==> src/rtl/truth_table_capture.sv <==
// Exhaustive truth-table scanner: steps x_out through every input combination,
// samples y_in at the end of each hold window and compares the result against a latched reference.
module truth_table_capture #(
   parameter int unsigned N_IN        = 3,
   parameter int unsigned HOLD_CYCLES = 20
) (
   input  logic                  clk,
   input  logic                  rst_n,
   input  logic                  start,
   input  logic [2**N_IN-1:0]    expected,
   input  logic                  y_in,
   output logic [N_IN-1:0]       x_out,
   output logic                  busy,
   output logic                  done,
   output logic [2**N_IN-1:0]    table_out,
   output logic                  match
);
   localparam int unsigned TW = 2**N_IN;
   localparam int unsigned CW = $clog2(HOLD_CYCLES);

   typedef enum logic [1:0] {S_IDLE, S_SCAN, S_DONE} state_t;

   state_t            state_q, state_d;
   logic [N_IN-1:0]   x_q, x_d;
   logic [CW-1:0]     cnt_q, cnt_d;
   logic [TW-1:0]     table_q, table_d;
   logic [TW-1:0]     exp_q, exp_d;
   logic              match_q, match_d;

   always_comb begin
      state_d = state_q;
      x_d     = x_q;
      cnt_d   = cnt_q;
      table_d = table_q;
      exp_d   = exp_q;
      match_d = match_q;
      case (state_q)
         S_IDLE, S_DONE: begin
            if (start) begin
               state_d = S_SCAN;
               x_d     = '0;
               cnt_d   = '0;
               table_d = '0;
               exp_d   = expected;
               match_d = 1'b0;
            end
         end
         S_SCAN: begin
            if (cnt_q == CW'(HOLD_CYCLES - 1)) begin
               table_d[x_q] = y_in;
               if (x_q != '1) begin
                  x_d   = x_q + N_IN'(1);
                  cnt_d = '0;
               end else begin
                  // Compare uses the table including the sample just taken.
                  state_d = S_DONE;
                  x_d     = '0;
                  match_d = (table_d == exp_q);
               end
            end else begin
               cnt_d = cnt_q + CW'(1);
            end
         end
         default: state_d = S_IDLE;
      endcase
   end

   always_ff @(posedge clk) begin
      if (!rst_n) begin
         state_q <= S_IDLE;
         x_q     <= '0;
         cnt_q   <= '0;
         table_q <= '0;
         exp_q   <= '0;
         match_q <= 1'b0;
      end else begin
         state_q <= state_d;
         x_q     <= x_d;
         cnt_q   <= cnt_d;
         table_q <= table_d;
         exp_q   <= exp_d;
         match_q <= match_d;
      end
   end

   assign x_out     = x_q;
   assign busy      = (state_q == S_SCAN);
   assign done      = (state_q == S_DONE);
   assign table_out = table_q;
   assign match     = match_q;
endmodule

==> config.mk <==
export PLATFORM = sky130hd
export DESIGN_NAME = truth_table_capture
export DESIGN_NICKNAME = d
export VERILOG_FILES = /design/src/rtl/truth_table_capture.sv
export SDC_FILE = /design/constraint.sdc
export NUM_CORES = 1
export LEC_CHECK = 0
export CAP_MARGIN = 0
export CORE_UTILIZATION = 35
export CTS_CLUSTER_DIAMETER = 100
export DETAILED_ROUTE_END_ITERATION = 10
export SYNTH_ARGS = -nofsm -noshare
export SYNTH_HDL_FRONTEND = slang
export SYNTH_SLANG_ARGS = --single-unit
==> constraint.sdc <==
create_clock -name clk -period 4.6 [get_ports clk]
set_clock_uncertainty 0.15 [all_clocks]
set_input_delay 0.92 -clock clk [delete_from_list [all_inputs] [get_ports clk]]
set_output_delay 0.92 -clock clk [all_outputs]
set_load 0.05 [all_outputs]
==> metrics.yaml <==
initial_core_util: 0.362
post-synth-top-area-cell: "dfxtp_1"
yosysTopAreaCellShare: 0.343
hold_viol: 0
vias: 1314
setup_viol: 0
grt_pass1_wl_um: 5820
synthCells: 179
dpl_cell_area_mm2: 0.00183
cts_tree: "built"
clk_path_buf_depth: 2
crit_chain: "clkdlybuf4s50_1"
numCtsBuffers: 3
fillers: 455
power.total_mw: 0.448
cts-root-buf: "clkbuf_8"
dp_hpwl_um: 2390
syn_area_per_cell_um2: 8.80
wl_per_cell_um: 13.5
swShare: 0.260
worstSetupStartpoint: "x_out[1]"
p_leak_nw: 0.640
startpoint_type: "flip-flop"
critPathCaptureType: "primary output"
cp_top_family: "buffers and inverters"
grt_pass1_vias: 1186
regToRegStartpoint: "x_out[1]"
reg2regPathDepth: 6
period_minus_slack_ns: 3.01
clock_sinks: 27
ys_ff_latch: 27
max-cap-violations: 0
setup.worst_path.class: "flip-flop to primary output"
intPower_mw: 0.331
dieArea_mm2: 0.00477
synth_cell_types: 43
fmax_ghz: 0.332
p_comb_frac: 0.141
syn_nets: 194
path_clk_slew_ns: 0.09
drive_gt1_frac: 0.0846
power_frac_seq: 0.557
via_per_inst: 5.19
setup_tns_ns: 0
required_ns: 3.53
synth_warnings: 0
finalInstanceArea_mm2: 0.00188
min_path_type: "flip-flop to flip-flop"
cp_slowest_cell: "clkdlybuf4s50_1"
ant_nets: 0
drt-total-wl_um: 3410
post-route-period-util: 0.655
hp-start: "match"
status: "finished clean"
htree_levels: 1
antenna_found_initial: 0
grt.overflow.total: 0
die_y_um: 69.1
peakVddDrop_v: 0.000206
cts_resized: 0
holdWs_ns: 0.325
p_per_area_mw_per_mm2: 238
die_w_um: 69.1
rows: 24
syn_area_mm2: 0.00158
synth_common_cells: "dfxtp_1 (27), nand2_1 (24), a21boi_0 (12)"
power_frac_clock: 0.302
cts_hold_buf: 0
crit_cells: 1
globalRouteTotalUtil: 0.149
drv_slew: 0
first_pass_iters: 4
max-slew-margin-rel: 0.506
drcViolationCount: 0
slowest_delay_ns: 0.92
whs_path_depth: 2
arrival_ns: 1.94
cp_num_buf_inv: 1
switchingPower_mw: 0.116
yosysMostFrequentCell: "dfxtp_1"
async_flop_share: 0
synth_edf_count: 0
tightestPinTransition_ns: 0.740
synth_area_leaders: "dfxtp_1 (34%), a21boi_0 (5.7%), nand2_1 (5.7%), nor2b_1 (4.4%), xnor2_1 (3.9%)"
first_iter_violations: 76
worstPathMaxFanout: 17
nNetsFinal: 217
syn_to_final_growth_pct: 19.3
ios: 26
port_buffers: 25
antennaDiodeCount: 0
grt_setup_unrepaired: "false"
cts_setup_buffers: 0
insertion_delay_ns: 0.27
synth_seq_area_share: 0.343
gp_congestion: 0.757
core-area_mm2: 0.00435
grt_max_degree: 27
synth_ff_type: "dfxtp_1"
final cells by class:
cell class	instances	area, um^2	area share
well taps	52	65.1	0.0346
inverters	3	11.3	0.00599
flip-flops and latches	27	541	0.288
multi-input cells	141	960	0.511
repair buffers	26	258	0.137
clock buffers	4	45.0	0.0240
metrics by stage:
stage                     cells  utilization  worst slack [ns]
after floorplan             179            -              2.46
after global placement      249        0.421              1.65
after detailed placement    249        0.421              1.58
after CTS                   253        0.432              1.59
after global routing        253        0.432              1.52
final                       253        0.432              1.59
power groups by stage:
stage / Clock (mW) / Sequential (mW) / Combinational (mW)
detailed placement: 0 / 0.255 / 0.0631
CTS: 0.144 / 0.249 / 0.0633
global placement: 0 / 0.255 / 0.0629
global route: 0.152 / 0.251 / 0.0697
finish: 0.135 / 0.249 / 0.0630
floorplan: 0 / 0.253 / 0.0438
worst paths after layout:
kind / to / slack (ns)
worst max-delay path: x_out[1] / 1.59
worst min-delay path: match / 0.33
worst max register to register: match / 2.43
worst min register to register: match / 0.33
cells by family after synthesis:
logic type	after synthesis	synth area share
muxes	5	0.0318
AOI/OAI and AO/OA	44	0.184
and+or+nand+nor	78	0.308
buffers and inverters	11	0.0476
DFF	27	0.343
xor gates and xnor gates	11	0.0612
adders and majority gates	3	0.0238
registers in the layout (all words and copies together), names as in the netlist:
register and flops:
exp_q 8, table_out 8, cnt_q 5, x_out 3
state_q 2, match 1
cell usage in the layout (no fill, tap or decap), types with 5 or more instances in the layout:
| cell type | netlist | routed |
|---|---|---|
| a21boi_0 | 12 | 12 |
| a22oi_1 | 7 | 7 |
| clkdlybuf4s50_1 | 0 | 25 |
| dfxtp_1 | 27 | 27 |
| mux2i_1 | 5 | 5 |
| nand2_1 | 24 | 24 |
| nand3_1 | 7 | 7 |
| nor2_1 | 5 | 5 |
| nor2b_1 | 11 | 11 |
| o21ai_0 | 11 | 11 |
| xnor2_1 | 7 | 7 |
metal layers:
layer | vias up | part of all wire | GRT usage | wire (um)
li1 | 680 | - | - | -
met1 | 615 | 0.52 | 0.208 | 1760
met2 | 17 | 0.45 | 0.229 | 1540
met3 | 2 | 0.022 | 0.0351 | 76
met4 | 0 | 0.0073 | 0.0408 | 25
met5 | - | 0 | 0 | 0
Power figures use the tool's default switching activity.
